## src/rtl/mdu_sequencer.sv

```systemverilog
`default_nettype none
// ============================================================================
// Module  : mdu_sequencer
// Brief   : Radix-2 iterative MULT/MULTU/DIV/DIVU unit with internal HI/LO.
//           Optional macro MDU_EARLY_TERM_EN: multiply leaves RUN once the
//           remaining multiplier bits are all zero.
// Rev     : 1.0 - initial release
// ============================================================================
module mdu_sequencer #(
  parameter int WIDTH = 32
) (
  input  logic             clk,
  input  logic             reset,
  input  logic             start,
  input  logic [1:0]       op,
  input  logic [WIDTH-1:0] srca,
  input  logic [WIDTH-1:0] srcb,
  input  logic             mthi,
  input  logic             mtlo,
  output logic [WIDTH-1:0] hi,
  output logic [WIDTH-1:0] lo,
  output logic             busy,
  output logic             done
);

  localparam int            c_CW   = (WIDTH > 1) ? $clog2(WIDTH) : 1;
  localparam logic [c_CW-1:0] c_LAST = c_CW'(WIDTH - 1);

  typedef enum logic [2:0] {
    IDLE = 3'd0,
    PREP = 3'd1,
    RUN  = 3'd2,
    FIX  = 3'd3,
    DONE = 3'd4
  } state_t;

  state_t             r_state, w_next;
  logic [1:0]         r_op;
  logic               r_neg_q, r_neg_r;
  logic [WIDTH-1:0]   r_a, r_b, r_hi, r_lo;
  logic [2*WIDTH-1:0] r_acc, r_mcand;
  logic [c_CW-1:0]    r_cnt;

  logic               w_idle, w_signed, w_div, w_qbit, w_div0, w_mul_last, w_run_last;
  logic [WIDTH-1:0]   w_abs_a, w_abs_b, w_quo, w_rem;
  logic [WIDTH:0]     w_shift_rem, w_diff;
  logic [2*WIDTH-1:0] w_prod;

  assign w_idle   = (r_state == IDLE) || (r_state == DONE);
  assign w_signed = ~op[0];
  assign w_abs_a  = (w_signed && srca[WIDTH-1]) ? -srca : srca;
  assign w_abs_b  = (w_signed && srcb[WIDTH-1]) ? -srcb : srcb;
  assign w_div    = r_op[1];

  // Restoring divide: r_acc low half is the partial remainder, r_a shifts
  // dividend bits out and quotient bits in.
  assign w_shift_rem = {r_acc[WIDTH-1:0], r_a[WIDTH-1]};
  assign w_diff      = w_shift_rem - {1'b0, r_b};
  assign w_qbit      = ~w_diff[WIDTH];
  assign w_div0      = (r_b == '0);

`ifdef MDU_EARLY_TERM_EN
  assign w_mul_last = ~r_op[1] && (r_b[WIDTH-1:1] == '0);
`else
  assign w_mul_last = 1'b0;
`endif
  assign w_run_last = (r_cnt == c_LAST) || w_mul_last;

  // With a zero divisor the remainder ends up equal to |srca|, so the
  // dividend-sign fixup restores the original srca for HI.
  assign w_prod = r_neg_q ? -r_acc : r_acc;
  assign w_quo  = r_neg_q ? -r_a : r_a;
  assign w_rem  = r_neg_r ? -r_acc[WIDTH-1:0] : r_acc[WIDTH-1:0];

  always_ff @(posedge clk) begin
    if (reset) r_state <= IDLE;
    else       r_state <= w_next;
  end

  always_comb begin
    w_next = r_state;
    busy   = 1'b0;
    done   = 1'b0;
    case (r_state)
      IDLE: if (start) w_next = PREP;
      PREP: begin
        busy   = 1'b1;
        w_next = RUN;
      end
      RUN: begin
        busy = 1'b1;
        if (w_run_last) w_next = FIX;
      end
      FIX: begin
        busy   = 1'b1;
        w_next = DONE;
      end
      DONE: begin
        done   = 1'b1;
        w_next = start ? PREP : IDLE;
      end
      default: w_next = IDLE;
    endcase
  end

  always_ff @(posedge clk) begin
    if (reset) begin
      r_op    <= '0;
      r_neg_q <= 1'b0;
      r_neg_r <= 1'b0;
      r_a     <= '0;
      r_b     <= '0;
      r_acc   <= '0;
      r_mcand <= '0;
      r_cnt   <= '0;
      r_hi    <= '0;
      r_lo    <= '0;
    end else begin
      if (w_idle && mthi) r_hi <= srca;
      if (w_idle && mtlo) r_lo <= srca;
      case (r_state)
        IDLE, DONE: begin
          if (start) begin
            r_op    <= op;
            r_a     <= w_abs_a;
            r_b     <= w_abs_b;
            r_neg_q <= w_signed & (srca[WIDTH-1] ^ srcb[WIDTH-1]);
            r_neg_r <= w_signed & srca[WIDTH-1];
            r_cnt   <= '0;
          end
        end
        PREP: begin
          r_acc   <= '0;
          r_mcand <= {{WIDTH{1'b0}}, r_a};
        end
        RUN: begin
          r_cnt <= r_cnt + 1'b1;
          if (w_div) begin
            r_acc[WIDTH-1:0] <= w_qbit ? w_diff[WIDTH-1:0] : w_shift_rem[WIDTH-1:0];
            r_a              <= {r_a[WIDTH-2:0], w_qbit};
          end else begin
            if (r_b[0]) r_acc <= r_acc + r_mcand;
            r_mcand <= r_mcand << 1;
            r_b     <= r_b >> 1;
          end
        end
        FIX: begin
          if (w_div) begin
            r_lo <= w_div0 ? '1 : w_quo;
            r_hi <= w_rem;
          end else begin
            r_hi <= w_prod[2*WIDTH-1:WIDTH];
            r_lo <= w_prod[WIDTH-1:0];
          end
        end
        default: ;
      endcase
    end
  end

  assign hi = r_hi;
  assign lo = r_lo;

endmodule
`default_nettype wire

```

## config.mk

```make
export PLATFORM = sky130hd
export DESIGN_NAME = mdu_sequencer
export DESIGN_NICKNAME = d
export VERILOG_FILES = /design/src/rtl/mdu_sequencer.sv
export SDC_FILE = /design/constraint.sdc
export NUM_CORES = 1
export LEC_CHECK = 0
export CORE_MARGIN = 2
export CORE_UTILIZATION = 29
export DETAILED_ROUTE_END_ITERATION = 8
export HOLD_SLACK_MARGIN = 0.03
export PLACE_DENSITY = 0.51
export REMOVE_ABC_BUFFERS = 1
export SLEW_MARGIN = 10
export SYNTH_ARGS = -nofsm -noshare
export SYNTH_HDL_FRONTEND = slang
export SYNTH_SLANG_ARGS = --single-unit
```

## constraint.sdc

```tcl
create_clock -name clk -period 3.65 [get_ports clk]
set_input_delay 1.095 -clock clk [delete_from_list [all_inputs] [get_ports clk]]
set_output_delay 1.095 -clock clk [all_outputs]
set_load 0.01 [all_outputs]
```

-- Word-level counts from Yosys, hierarchy flattened
Index checks and enable logic that the tools add are counted.
- bits in registers: 268
- logic and storage cells: 91
- bits of input ports: 71
- output and inout bits: 66
- add/subtract/negate cells: 8
- reductions and logical operators: 21
- multiplexer cells: 33
- equality and inequality tests: 12
- bitwise gates (word level): 5
- operator list (cell ; number):
    $mux 32 ; 18
    $pmux 64 s2 ; 2
    $mux 64 ; 3
    $neg 32->32 ; 4
    $pmux 32 s2 ; 2
    $add 64x64->64 ; 1
    $neg 64->64 ; 1
    $sub 33x32->33 ; 1
    $logic_not 32->1 ; 1
    $pmux 3 s5 ; 1
    $ne 2x2->1 const B ; 6
    $pmux 5 s2 ; 1
    $reduce_and 2->1 ; 5
    $reduce_and 3->1 ; 3
    $reduce_bool 2->1 ; 4
    $eq 3x2->1 const B ; 2
    $mux 3 ; 2
    $add 5x1->5 const B ; 1
    $eq 5x5->1 const B ; 1
    $mux 5 ; 1
    $logic_and 1x1->1 ; 4
    $eq 3x1->1 const B ; 1
    $eq 3x3->1 const B ; 1
    $logic_not 3->1 ; 1
    8 further kinds ; 12

-- Depth between registers and ports, before layout
Gate-level depths: netlist of the first run.
- depth in word-level cells: 5
- gate-level depth with buffers: 15
- mapped depth without buffers: 14

-- Worst setup path before layout of the first run
Ideal clock, no wire load.
- path type: in2reg
- start point: input port srca[8]
- end point: register r_a[29]
- data required time: 3.522 ns
- stages on the path: 11
- arrival time: 3.467 ns
- path slack: 0.055 ns
- path through: or3_1 or2_2 nor4_1 nand2_1 nor4_1 nand3_1 o41ai_1 xor2_1 a211oi_1 a21oi_1 nor2_1
- longest elaborated chain between the ends: 4
- RTL lines (what ; line ; source):
    start, declared ; 16 ; input logic [WIDTH-1:0] srca,
    $neg 32->32 ; 51 ; assign w_abs_a = (w_signed && srca[WIDTH-1]) ? -srca : srca;
    $mux 32 ; 51 ;
    $mux 32 ; 123 ; if (start) begin
    $pmux 32 s2 ; 121 ; case (r_state)
    end signal, assigned ; 125 ; r_a <= w_abs_a;
    end signal, assigned ; 140 ; r_a <= {r_a[WIDTH-2:0], w_qbit};
    end, declared ; 40 ; logic [WIDTH-1:0] r_a, r_b, r_hi, r_lo;
Every way passes these cells. The select of a mux whose other input is x is not followed.
A chain may end at the register's enable or synchronous reset.

-- Worst setup path after layout of the first run
- start point: register r_acc[14]
- end point: register r_hi[9] (netlist: hi[9])
- longest elaborated chain between the ends: 4
- RTL lines (what ; line ; source):
    start, declared ; 41 ; logic [2*WIDTH-1:0] r_acc, r_mcand;
    start signal, assigned by index ; 139 ; r_acc[WIDTH-1:0] <= w_qbit ? w_diff[WIDTH-1:0] : w_shift_rem[WIDTH-1:0];
    start signal, assigned ; 142 ; if (r_b[0]) r_acc <= r_acc + r_mcand;
    $neg 64->64 ; 71 ; assign w_prod = r_neg_q ? -r_acc : r_acc;
    $mux 64 ; 71 ;
    $mux 32 ; 148 ; if (w_div) begin
    $mux 32 ; 121 ;
    end signal, assigned ; 119 ; if (w_idle && mthi) r_hi <= srca;
    end signal, assigned ; 150 ; r_hi <= w_rem;
    end signal, assigned ; 152 ; r_hi <= w_prod[2*WIDTH-1:WIDTH];
    end, declared ; 40 ;
Every way passes these cells.

==> results of run 1 <==
==> final cells by class <==
class | instances | area (µm²)
Clock buffer | 49 | 1030
Clock inverter | 10 | 95.1
Fill cell | 7640 | 45400
Inverter | 70 | 263
Multi-Input combinational cell | 2318 | 14500
Sequential cell | 267 | 5360
Tap cell | 950 | 1190
Timing Repair Buffer | 396 | 3390
==> cell usage after synthesis (all sizes together) (4+ instances only) <==
cell    number  area share, %
o31ai       47            1.9
nor2       321            5.8
nor2b       21           0.63
clkbuf     182            3.3
and2        11           0.33
a311oi      76            3.2
a221o        6           0.29
nand4       19           0.57
nor4        27           0.81
and3         8           0.24
or3         38            1.2
a21boi       4           0.14
a221oi      10           0.42
or4         13           0.47
nor3b        4           0.14
xnor2      143            6.0
ha         101            6.1
o22ai        7           0.21
a22oi       24           0.87
nand3       76            1.8
o21a        10           0.36
mux2i       40            1.9
a211oi      68            2.5
o211ai      18           0.65
xor2       109            4.6
o41a         4           0.22
buf         27           0.60
a21oi      250            6.0
inv         70            1.3
a311o        5           0.24
o21ai      166            4.0
nor3        50            1.2
o221ai      49            2.1
nand2b      36            1.1
or2          8           0.25
nand2      404            7.3
a21o        62            2.2
dfxtp      267             26
o21bai      17           0.61
o41ai        7           0.30
a31oi       25           0.75
==> cell families (layout without fill, tap and decap cells) <==
| logic type | Yosys count | after routing | synth area share [%] |
|---|---|---|---|
| and+or+nand+nor | 1045 | 1045 | 22.3 |
| AOI/OAI and AO/OA | 877 | 877 | 27.9 |
| buffers and inverters | 279 | 525 | 5.16 |
| DFF | 267 | 267 | 25.7 |
| xor gates and xnor gates | 252 | 252 | 10.6 |
| adders and majority gates | 103 | 103 | 6.28 |
| muxes | 41 | 41 | 1.98 |
==> what timing repair did <==
| item | in CTS | in global routing |
|---|---|---|
| endpoints found under the setup margin | 1 | 53 |
| setup buffers | 0 | 1 |
| pin swaps | 0 | 1 |
| resized for setup | 1 | 23 |
==> worst paths after layout <==
check	to	depth (start not counted)
worst max-delay path	hi[9]$_SDFFE_PP0P_	12
worst min register to register	r_mcand[38]$_SDFFE_PP0P_	2
worst max register to register	hi[9]$_SDFFE_PP0P_	12
worst min-delay path	r_mcand[38]$_SDFFE_PP0P_	2
==> layer usage <==
metal | vias up | track usage (%) | share of wire, %
li1 | 10800 | - | -
met2 | 482 | 35.6 | 47
met3 | 90 | 3.03 | 4.6
met5 | - | 0 | 0.0099
met4 | 2 | 5.57 | 2.5
met1 | 10400 | 28.3 | 46
==> power by group through the flow <==
stage | clock [W] | sequential [W] | combinational, W
3_5_place_dp | 0 | 0.00337 | 0.00217
4_1_cts | 0.00359 | 0.00331 | 0.00219
2_1_floorplan | 0 | 0.00335 | 0.00124
6_report | 0.00352 | 0.00331 | 0.00219
3_3_place_gp | 0 | 0.00337 | 0.00218
5_1_grt | 0.00370 | 0.00333 | 0.00242
==> state kept, by name (all words and copies together), names as in the netlist <==
signal / count
hi: 32
lo: 32
r_a: 32
r_acc: 64
r_b: 32
r_cnt: 5
r_mcand: 64
r_neg_q: 1
r_neg_r: 1
r_op: 1
r_state: 3
==> through the flow <==
step / area, µm² / setup TNS [ps] / setup slack, ps
2_1_floorplan: 20000 / -288300 / -2710
3_3_place_gp: 24600 / -8330 / -523
3_5_place_dp: 24600 / -8620 / -552
4_1_cts: 25700 / 0 / 35.2
5_1_grt: 25800 / -337 / -116
6_report: 25800 / 0 / 115
==> critical path: stages (launching register included) <==
cell and delay, ps:
dfxtp_1 320, buf_4 130, or4_1 660, nor3_2 270, nand3_1 140, or4b_1 570
o41a_1 380, xor2_1 190, buf_4 160, nor2_1 50, a21oi_1 230, nor2_1 90
a311oi_1 250
==> implementation parameters, run 1 <==
Parameter                              Value

Min path
  Launch point of the worst hold path    r_mcand[37]$_SDFFE_PP0P_
  Hold WC Path Type    flop to flop

Logic synthesis
  Cell count after synthesis    2864
  Part of the Yosys area used for sequential elements    25.7%
  Flop and latch count out of synthesis    267
  Yosys warning count    0
  Synth Flop Type    dfxtp_1
  Number of unique standard cell types used by synthesis    74
  Cell Area, Synth    20800 µm²
  Proportion of synthesized flip-flops having asynchronous set or reset    0%
  Number of enable-type register cells in the synthesized netlist    0
  Avg Synthesized Cell Area    7.25 µm²

STA
  RSZ-0062 raised after global routing    true
  # setup viols final    0
  Final max-slew violation count    0
  Worst-case headroom to the max-slew limit    25.7%
  Fmax achieved    283 MHz
  Actual transition at the worst max-transition pin    1110 ps
  Min Tclk post-route    3540 ps
  Worst-case clock skew    41.9 ps
  Final clock period utilization by the worst path    96.9%
  Post-Route Hold Slack    474 ps
  Final hold vios    0

Layout
  Number of non-filler instances in the completed layout    4060
  Share of layout cells above drive strength 1    11.8%
  Top library cells by usage in the layout, fill and taps aside    nand2_1, nor2_1, dfxtp_1
  Most common library cell in the layout ignoring fill and taps    nand2_1
  Share of the core filled with cells in the final layout    36.3%
  Area grow syn2layout    24.5%
  Net count reported at finish    3263
  Antenna diode count    0

CTS
  H-tree Lvls    2
  Num CTS Buffers    36
  Clock tree from TritonCTS    done
  Clock Pin Slew Worst Setup and Hold Paths    60 ps
  CTS sink count    267
  Maximum buffer depth of the clock tree    3
  Insertion delay to the later sink of the worst-skew pair    580 ps
  Buffer cell driving the clock tree root    clkbuf_16
  # hold bufs at CTS    0

Routing
  Overall routed net length    80500 µm
  Via-to-Cell Ratio    5.35
  Vias after detailed routing    21700
  Number of remaining DRC errors    0
  Mean routed wirelength per cell    19.8 µm
  Antenna violation net count after detailed routing    0
  1st-iter DRT viols    1653
  First-pass DRT Iterations    5

Critical path
  Kind of launch point of the worst setup path    flop
  Setup slack, reg-to-reg    110 ps
  Origin of the critical flop-to-flop path    r_acc[14]$_SDFFE_PP0P_
  WS Path Type    flop to flop
  Required time reported for the critical path endpoint    4120 ps
  Largest fanout on the critical path    3
  Element type at the critical path end    flop
  Crit path arrival time    4010 ps
  Crit path launch    r_acc[14]$_SDFFE_PP0P_

Outcome
  Outcome    complete, no violations

Global routing
  Largest net degree at the start of global routing    91
  Antenna violations before repair    1
  Global-route usage over all layers    21.2%
  Global-route wire length before repair    124000 µm
  Total global routing overflow    0
  Vias in the first global route    20900

Floorplanning
  Area of the die    73700 µm²
  Starting utilization of the core area    29.1%
  Core ar.    71200 µm²
  Number of top-level pins    137
  Die X-Extent    272 µm
  Std-Cell Rows    98
  Die Span Y    272 µm

Place
  Placed wire-length estimate    61900 µm
  RePlAce Congestion    0.902
  Placed Instances    4000
  Buffers added on ports    136

Power and ir drop
  Switching part of the total power    32.8%
  Reg power frac    36.7%
  Combinational group share of total power    24.3%
  Switching power    0.00296 W
  Power density over cell area    349 nW/µm²
  Clock share of power    39.0%
  Cell leakage power    10.4 nW
  Post-layout power    0.00902 W
  Worst VDD drop    0.254 mV
  Cell internal pwr    0.00606 W

Flow run
  Max Cap Viol    0
Note: power is estimated with default switching activity, not from simulation.
==> run 2: changes to the inputs <==
GPL_ROUTABILITY_DRIVEN = 0   (was not set)
SLEW_MARGIN = 20   (was 10)
==> run 2 against run 1 <==
Compared with the run above:
- global-route usage up 0.11 points
- via count up 0.85%
- critical path depth unchanged
- sequential power about the same
- die area unchanged
==> implementation parameters, run 2 (synthesized netlist as in run 1, its figures left out) <==
Parameter                              Value

Critical path
  Most common cell type on the critical path    or3_4
  Crit path arrival time    4070 ps
  Setup slack, reg-to-reg    60 ps
  Kind of cell with the highest combined delay on the critical path    simple AND/OR/NAND/NOR gates
  Crit path cell chain    inv_4 > ha_4 > or4b_4 > or3b_4 > buf_6 > or2_4 > or3_4 > or3_4 > o31ai_4 > xnor2_2 > a211oi_2 > a311oi_1
  CP bufs+invs    2
  Required time reported for the critical path endpoint    4130 ps
  Largest stage delay on the critical path    500 ps
  WS Path Type    flop to flop
  Largest fanout on the critical path    5
  Standard cell with the maximum stage delay on the critical path    or4b_4
  Element type at the critical path end    flop
  Kind of launch point of the worst setup path    flop

Layout
  Top library cells by usage in the layout, fill and taps aside    nand2_1, nor2_1, dfxtp_1
  Antenna diode count    0
  Share of layout cells above drive strength 1    12.4%
  Most common library cell in the layout ignoring fill and taps    nand2_1
  Top Registers    r_acc: 64 flops, r_mcand: 64 flops
  FILL cells    7545
  Area grow syn2layout    25.2%
  Net count reported at finish    3273

CTS
  Insertion delay to the later sink of the worst-skew pair    590 ps
  Clock tree from TritonCTS    done
  Num CTS Buffers    36
  Clock Pin Slew Worst Setup and Hold Paths    60 ps
  # hold bufs at CTS    0
  Buffer cell driving the clock tree root    clkbuf_16
  CTS sink count    267
  H-tree Lvls    2
  Maximum buffer depth of the clock tree    3

Floorplanning
  Area of the die    73700 µm²
  Std-Cell Rows    98
  Die Span Y    272 µm
  Number of top-level pins    137
  Die X-Extent    272 µm
  Starting utilization of the core area    29.1%
  Core ar.    71200 µm²

Place
  Placed wire-length estimate    61700 µm
  Buffers added on ports    136

Power and ir drop
  Power density over cell area    348 nW/µm²
  Worst VDD drop    0.236 mV
  Cell leakage power    10.6 nW
  Post-layout power    0.00905 W

Min path
  Hold WC Path Type    flop to flop

Routing
  First-pass DRT Iterations    5
  Via-to-Cell Ratio    5.38
  Mean routed wirelength per cell    19.9 µm
  1st-iter DRT viols    1480
  Antenna violation net count after detailed routing    0
  Overall routed net length    81000 µm
  Vias after detailed routing    21900
  Number of remaining DRC errors    0

STA
  Final hold vios    0
  Fmax achieved    279 MHz
  Worst-case clock skew    46.5 ps
  Post-Route Hold Slack    472 ps
  Final clock period utilization by the worst path    98.3%
  Actual transition at the worst max-transition pin    891 ps
  Final max-slew violation count    0
  # setup viols final    0
  Min Tclk post-route    3590 ps
  Worst-case headroom to the max-slew limit    40.6%

Flow run
  Max Cap Viol    0

Outcome
  Outcome    complete, no violations

Global routing
  Total global routing overflow    0
  Antenna violations before repair    3
  Global-route usage over all layers    21.3%
  Largest net degree at the start of global routing    103
  Vias in the first global route    21000
  Global-route wire length before repair    124000 µm
==> run 2: cell types whose count changed in the layout (fill, tap and decap cells not counted), sizes merged <==
cell,delta
clkbuf,-3
clkinvlp,-1
inv,+1
clkinv,+4
bufinv,+1
buf,+10
==> run 2: what timing repair did <==
action | in CTS | in global routing
cloned | 0 | 0
buffers inserted | 0 | 3
resized for setup | 5 | 36
pin swaps | 0 | 6
endpoints found under the setup margin | 8 | 50
==> run 2: through the flow <==
stage	std cells	utilization (%)	TNS, ps	area [µm²]	setup WS (ps)
6_report	4072	36.5	0	26000	60.9
5_1_grt	4072	36.5	-16.1	26000	-9.80
3_3_place_gp	4008	34.6	-9800	24700	-556
3_5_place_dp	4008	34.6	-10170	24700	-582
4_1_cts	4069	36.3	0	25800	13.5
2_1_floorplan	2655	-	-288300	20000	-2710
==> run 2: final timing paths <==
path                                  from                        to  cells after the start
setup / recovery     r_acc[0]$_SDFFE_PP0P_       hi[20]$_SDFFE_PP0P_                     12
setup reg to reg     r_acc[0]$_SDFFE_PP0P_       hi[20]$_SDFFE_PP0P_                     12
hold / removal    r_mcand[40]$_SDFFE_PP0P_  r_mcand[40]$_SDFFE_PP0P_                      2
hold reg to reg   r_mcand[40]$_SDFFE_PP0P_  r_mcand[40]$_SDFFE_PP0P_                      2
==> run 2: per-layer routing <==
layer / routed length, µm / global-route usage [%] / vias up
met5: 19 / 0 / -
li1: - / - / 10800
met4: 2690 / 7.09 / 4
met1: 36300 / 28.0 / 10500
met3: 4570 / 3.57 / 121
met2: 37400 / 35.3 / 530
==> run 2: area by class of cell <==
type	instances	area, µm²	area share [%]
multi-input cells	2318	14600	56.1
flip-flops and latches	267	5360	20.6
repair buffers	406	3480	13.4
well taps	950	1190	4.57
clock buffers	46	978	3.76
inverters	70	265	1.02
clock inverters	15	144	0.553
==> run 2: worst min-delay path, cell delays in order (launching register included) <==
cell and delay, ps:
dfxtp_1 320, nand2_1 60, a21oi_1 50
==> run 2: where the power goes <==
| part | internal, W | switching (W) |
|---|---|---|
| Clock | 0.00204 | 0.00149 |
| Combinational | 0.000932 | 0.00129 |
| Sequential | 0.00310 | 0.000210 |
==> edit 1, RTL diff (settings of run 1) <==
Add an input register stage for `start`, `op`, `srca`, `srcb`, `mthi` and `mtlo`; this delays them by one clock.
--- a/src/rtl/mdu_sequencer.sv
+++ b/src/rtl/mdu_sequencer.sv
@@ -35,4 +35,20 @@
   } state_t;
 
+  logic start_q;
+  logic [1:0] op_q;
+  logic [WIDTH-1:0] srca_q;
+  logic [WIDTH-1:0] srcb_q;
+  logic mthi_q;
+  logic mtlo_q;
+
+  always_ff @(posedge clk) begin
+    start_q <= start;
+    op_q    <= op;
+    srca_q  <= srca;
+    srcb_q  <= srcb;
+    mthi_q  <= mthi;
+    mtlo_q  <= mtlo;
+  end
+
   state_t             r_state, w_next;
   logic [1:0]         r_op;
@@ -48,7 +64,7 @@
 
   assign w_idle   = (r_state == IDLE) || (r_state == DONE);
-  assign w_signed = ~op[0];
-  assign w_abs_a  = (w_signed && srca[WIDTH-1]) ? -srca : srca;
-  assign w_abs_b  = (w_signed && srcb[WIDTH-1]) ? -srcb : srcb;
+  assign w_signed = ~op_q[0];
+  assign w_abs_a  = (w_signed && srca_q[WIDTH-1]) ? -srca_q : srca_q;
+  assign w_abs_b  = (w_signed && srcb_q[WIDTH-1]) ? -srcb_q : srcb_q;
   assign w_div    = r_op[1];
 
@@ -83,5 +99,5 @@
     done   = 1'b0;
     case (r_state)
-      IDLE: if (start) w_next = PREP;
+      IDLE: if (start_q) w_next = PREP;
       PREP: begin
         busy   = 1'b1;
@@ -98,5 +114,5 @@
       DONE: begin
         done   = 1'b1;
-        w_next = start ? PREP : IDLE;
+        w_next = start_q ? PREP : IDLE;
       end
       default: w_next = IDLE;
@@ -117,14 +133,14 @@
       r_lo    <= '0;
     end else begin
-      if (w_idle && mthi) r_hi <= srca;
-      if (w_idle && mtlo) r_lo <= srca;
+      if (w_idle && mthi_q) r_hi <= srca_q;
+      if (w_idle && mtlo_q) r_lo <= srca_q;
       case (r_state)
         IDLE, DONE: begin
-          if (start) begin
-            r_op    <= op;
+          if (start_q) begin
+            r_op    <= op_q;
             r_a     <= w_abs_a;
             r_b     <= w_abs_b;
-            r_neg_q <= w_signed & (srca[WIDTH-1] ^ srcb[WIDTH-1]);
-            r_neg_r <= w_signed & srca[WIDTH-1];
+            r_neg_q <= w_signed & (srca_q[WIDTH-1] ^ srcb_q[WIDTH-1]);
+            r_neg_r <= w_signed & srca_q[WIDTH-1];
             r_cnt   <= '0;
           end
Check against the original RTL: not equivalent (a bounded check fails within 4 cycles, from zero or initial values and one cycle with reset high).
==> edit 1 against run 1 <==
Routed wire length rose by 1.7%; cell area up 4.0%; die area is 6.7% higher; highest routed layer unchanged; synthesized area up 6.8%; power up 17%; worst setup slack improved by 0.080 ns; via count down 0.32%; sequential cell count up 69.
==> edit 1: results <==
[global_route]
grt_max_degree = 137
grt_pass1_vias = 20910
antenna_found_initial = 1
grt_first_pass_wirelength_um = 125600
grt_usage = 0.2040

[power]
p_sw_w = 0.003311
p_sw_frac = 0.3130
seqPwrFrac = 0.395
clk-power_w = 0.00430
peakVddDrop_uv = 220.8
p_leak_nw = 10.51

[cts]
clockBufferDepth = 3
ctsResizeCount = 0
cts.htree.levels = 2
cts_made_buffers = 44
worstSkewPairLatency_ns = 0.61
cts_root_buf = "clkbuf_16"
post-cts-setup-buffer-count = 0
clk_pin_slew_ns = 0.06

[routing]
initialDrtViolationCount = 1596
drtPass1Iterations = 5
vias = 21660
wl_um = 81920

[hold_path]
hold_path_class = "reg -> reg"
hold_depth = 2
worstHoldEndpoint = "r_op[1]$_SDFFE_PP0P_"
worstHoldStart = "op_q[1]$_DFF_P_"

[placed_design]
dpl.hpwl_um = 61520
dp_worst_setup_slack_ns = 0.1379
gp_congestion = 0.9272
port_buffers = 136
placed_area_mm2 = 0.02537
dpl.cell_count = 3938

[worst_setup_path]
r2r_cells = 12
worstReg2RegStart = "r_acc[0]$_SDFFE_PP0P_"
cp_data_arrival_time_ns = 3.98
crit_fanout = 4
r2r_slack_ns = 0.20
worstReg2RegEnd = "hi[14]$_SDFFE_PP0P_"

[logic_synthesis]
yosys-top-cells-count = "dfxtp_1 (336), nand2_1 (316), nor2_1 (278)"
synth.distinct_cells = 74
yosys_warnings = 0
post_synth.cell_area_avg_um2 = 7.729
yosysSeqAreaShare = 0.3035
synth_area_leaders = "dfxtp_1 (30%), xnor2_1 (6.4%), ha_1 (5.7%)"
async_flop_share = 0
ys_dominant_reg_cell = "dfxtp_1"

[cells_and_area]
top_regs = "r_acc x64, r_mcand x64"
drive_gt1_frac = 0.09970
instances_no_fill = 4017
antennaDiodeCount = 0
finalNetCount = 3180
fillCellCount = 8076

[sta]
max_freq_mhz = 289.4
slew_headroom = 0.2573
clock_skew_ns = 0.04787

[outcome]
status = "complete, no violations"
==> edit 1: changes by cell type in the layout (fill, tap and decap cells not counted), moves of 19 or more <==
cell	run 1	this run
nor2_1	318	274
dfxtp_1	263	334
nand2_1	402	314
xnor2_1	143	162
a211oi_1	67	122
o21ai_1	6	28
buf_4	254	161
==> edit 1: kinds of logic after synthesis <==
| family | after synthesis | synth area share |
|---|---|---|
| XOR/XNOR | 256 | 0.1012 |
| flip-flops | 336 | 0.3035 |
| adder cells (fa/ha/maj) | 103 | 0.05882 |
| buffers and inverters | 281 | 0.04804 |
| AO/OA/AOI/OAI | 908 | 0.2702 |
| multiplexers | 51 | 0.02314 |
| AND/OR/NAND/NOR | 933 | 0.1952 |
==> edit 1: through the flow <==
stage | hold slack [ns] | util | TNS [ns]
2_1_floorplan | 0.4113 | - | -313.31
3_3_place_gp | 0.4570 | 0.3346 | 0
3_5_place_dp | 0.4531 | 0.3346 | 0
4_1_cts | 0.4672 | 0.3534 | 0
5_1_grt | 0.4790 | 0.3544 | -0.08793
6_report | 0.4581 | 0.3544 | 0
==> edit 1: cell type report <==
type / count / area (um2) / area share
flip-flops and latches: 336 / 6731 / 0.2505
multi-input cells: 2251 / 14510 / 0.5402
clock inverters: 19 / 167.7 / 0.006240
repair buffers: 304 / 2711 / 0.1009
clock buffers: 60 / 1262 / 0.04698
well taps: 978 / 1224 / 0.04554
inverters: 69 / 259.0 / 0.009639
==> edit 1: how the worst max path moves through the flow <==
stage               cells past startpoint              endpoint                    start
finish                                 12   hi[14]$_SDFFE_PP0P_    r_acc[0]$_SDFFE_PP0P_
floorplan                               5  r_a[31]$_SDFFE_PP0P_  r_state[2]$_SDFFE_PP0P_
CTS                                     3                  done  r_state[0]$_SDFFE_PP0P_
global placement                       12   hi[10]$_SDFFE_PP0P_    r_acc[0]$_SDFFE_PP0P_
detailed placement                     12   hi[10]$_SDFFE_PP0P_    r_acc[0]$_SDFFE_PP0P_
global route                           12   hi[10]$_SDFFE_PP0P_    r_acc[0]$_SDFFE_PP0P_
==> edit 1: critical path: stages (launching register included) <==
cell,delay (ns)
dfxtp_1,0.32
inv_1,0.10
ha_1,0.18
or3b_4,0.41
or4_1,0.59
or4_4,0.50
nand2b_1,0.25
o31ai_1,0.27
xnor2_1,0.25
nor2_1,0.08
a21oi_1,0.15
nor2_1,0.07
a211oi_1,0.22
==> edit 1: per-layer routing <==
metal  track usage  wire length (um)  vias up
met3       0.03447              4309      140
met4       0.07363              3048        2
met5             0                13        -
li1              -                 -    10710
met1        0.2632             36800    10260
met2        0.3406             37750      539
==> edit 2, RTL diff (config.mk and constraints of run 1) <==
Without the edit above. `WIDTH`: 32 -> 16.
--- a/src/rtl/mdu_sequencer.sv
+++ b/src/rtl/mdu_sequencer.sv
@@ -8,5 +8,5 @@
 // ============================================================================
 module mdu_sequencer #(
-  parameter int WIDTH = 32
+  parameter int WIDTH = 16
 ) (
   input  logic             clk,
Ports: changed (resized hi, lo, srca and srcb); port bits go from 137 to 73. No check against the original RTL was run, so the function may have changed too.
==> edit 2 against run 1 <==
Synthesized area decreased by 50%; cell area is 52% lower; routed wire length decreased by 60%; clock skew down 0.026 ns; sequential cell count shrank 129; clock power is 44% lower; worst setup slack better by 0.16 ns; power decreased by 47%; critical endpoint is now r_acc[0]$_SDFFE_PP0P_; largest cell class unchanged.
==> edit 2: results <==
[global_route]
grt_first_pass_wirelength_um = 51890
grt_max_degree = 65
antenna_found_initial = 0
grt_usage = 0.1777
grt_util_met2 = 0.2781
met1_usage = 0.2510
grt_pass1_vias = 9388
grt_use_met3 = 0.02291

[hold_path]
worstHoldEndpoint = "lo[1]$_SDFFE_PP0P_"
hold_path_class = "reg -> reg"
hold_depth = 2
worstHoldStart = "lo[1]$_SDFFE_PP0P_"

[placed_design]
dp_worst_setup_slack_ns = 0.1032
dpl.hpwl_um = 24300
port_buffers = 72
gp_congestion = 0.8685

[routing]
route.met3.wl_um = 1241
vias = 10130
wl_met2_um = 14190
initialDrtViolationCount = 640
wl_um = 32560
top_layer = "met4"
drt-met1-wl_um = 16440

[logic_synthesis]
synth.distinct_cells = 76
synth_area_leaders = "dfxtp_1 (27%), a21oi_1 (8.2%), ha_1 (6.3%)"
yosys-top-cells-count = "a21oi_1 (169), nand2_1 (169), dfxtp_1 (138)"
netlist.area_leader.share = 0.2671
async_flop_share = 0
yosysSeqAreaShare = 0.2671

[sta]
clock_skew_ns = 0.01579
setup_viol = 0
holdWs_ns = 0.4612
slew_headroom = 0.3537

[cts]
post-cts-setup-buffer-count = 0
cts_root_buf = "clkbuf_16"
clockBufferDepth = 2
worstSkewPairLatency_ns = 0.44
ctsResizeCount = 0
cts.htree.levels = 4
cts_made_buffers = 17

[worst_setup_path]
worstReg2RegEnd = "r_acc[0]$_SDFFE_PP0P_"
r2r_cells = 13
worstReg2RegStart = "r_a[15]$_SDFFE_PP0P_"
cp_slowest_cell = "dfxtp_1"
slowest_delay_ns = 0.43
crit_fanout = 12
r2r_slack_ns = 0.27
cp_data_arrival_time_ns = 3.66

[power]
p_leak_nw = 4.739
peakVddDrop_uv = 286.4

[cells_and_area]
drive_gt1_frac = 0.07469
antennaDiodeCount = 0
finalNetCount = 1526
top_regs = "r_acc x32, r_mcand x32"

[die]
die_w_um = 192.9

[outcome]
status = "complete, no violations"
-- edit 2: cell types whose count changed in the layout (fill, tap and decap cells not counted), moves of 45 or more --
| cell | delta |
|---|---|
| buf_4 | -201 |
| nor2_1 | -187 |
| clkdlybuf4s50_1 | -64 |
| a21oi_1 | -79 |
| nand2_1 | -233 |
| dfxtp_1 | -126 |
| xnor2_1 | -73 |
| o21ai_0 | -94 |
| xor2_1 | -65 |
| ha_1 | -48 |
| a311oi_1 | -45 |
-- edit 2: metrics by stage --
stage | std cells | TNS (ns) | util | instance area (um2) | power [W]
after floorplan | 1290 | -4.413 | - | 9938 | 0.002391
after global placement | 1875 | 0 | 0.3299 | 11650 | 0.002805
after detailed placement | 1875 | 0 | 0.3299 | 11650 | 0.002812
after CTS | 1907 | 0 | 0.3484 | 12300 | 0.004808
after global routing | 1907 | 0 | 0.3484 | 12300 | 0.005000
final | 1907 | 0 | 0.3484 | 12300 | 0.004765
-- edit 2: logic make-up (layout without fill, tap and decap cells) --
group,count (synthesis),after routing,share of synthesized area
buffers and inverters,146,201,0.05564
XOR/XNOR,113,113,0.09567
adder cells (fa/ha/maj),54,54,0.06676
flip-flops,138,138,0.2671
AO/OA/AOI/OAI,435,435,0.2702
AND/OR/NAND/NOR,476,476,0.2165
multiplexers,29,29,0.02818
-- edit 2: area by class of cell --
cell class | count | area (um2)
Sequential cell | 138 | 2764
Fill cell | 3723 | 23010
Clock buffer | 21 | 460.4
Tap cell | 461 | 576.8
Multi-Input combinational cell | 1107 | 7029
Clock inverter | 11 | 192.7
Timing Repair Buffer | 124 | 1109
Inverter | 45 | 168.9
-- edit 2: how the worst max path moves through the flow --
stage / cells after the start / to / start / slack, ns
floorplan: 6 / r_a[1]$_SDFFE_PP0P_ / r_state[1]$_SDFFE_PP0P_ / -0.37
global placement: 9 / r_b[13]$_SDFFE_PP0P_ / srcb[4] / 0.16
detailed placement: 9 / r_b[13]$_SDFFE_PP0P_ / srcb[4] / 0.10
CTS: 13 / r_acc[0]$_SDFFE_PP0P_ / r_a[15]$_SDFFE_PP0P_ / 0.28
global route: 13 / r_acc[0]$_SDFFE_PP0P_ / r_a[15]$_SDFFE_PP0P_ / 0.06
finish: 13 / r_acc[0]$_SDFFE_PP0P_ / r_a[15]$_SDFFE_PP0P_ / 0.27
-- edit 2: where the power goes --
| part | internal (W) | switching (W) |
|---|---|---|
| clock network | 0.00125 | 0.000732 |
| logic | 0.000459 | 0.000618 |
| registers | 0.00160 | 0.000109 |
-- edit 2: critical path: cells and delay by family (launching register included) --
kind	cells	cell delay, ns
AO/OA/AOI/OAI	5	1.06
flip-flops	1	0.43
adder cells (fa/ha/maj)	2	0.63
AND/OR/NAND/NOR	2	0.31
multiplexers	2	0.46
buffers and inverters	2	0.32
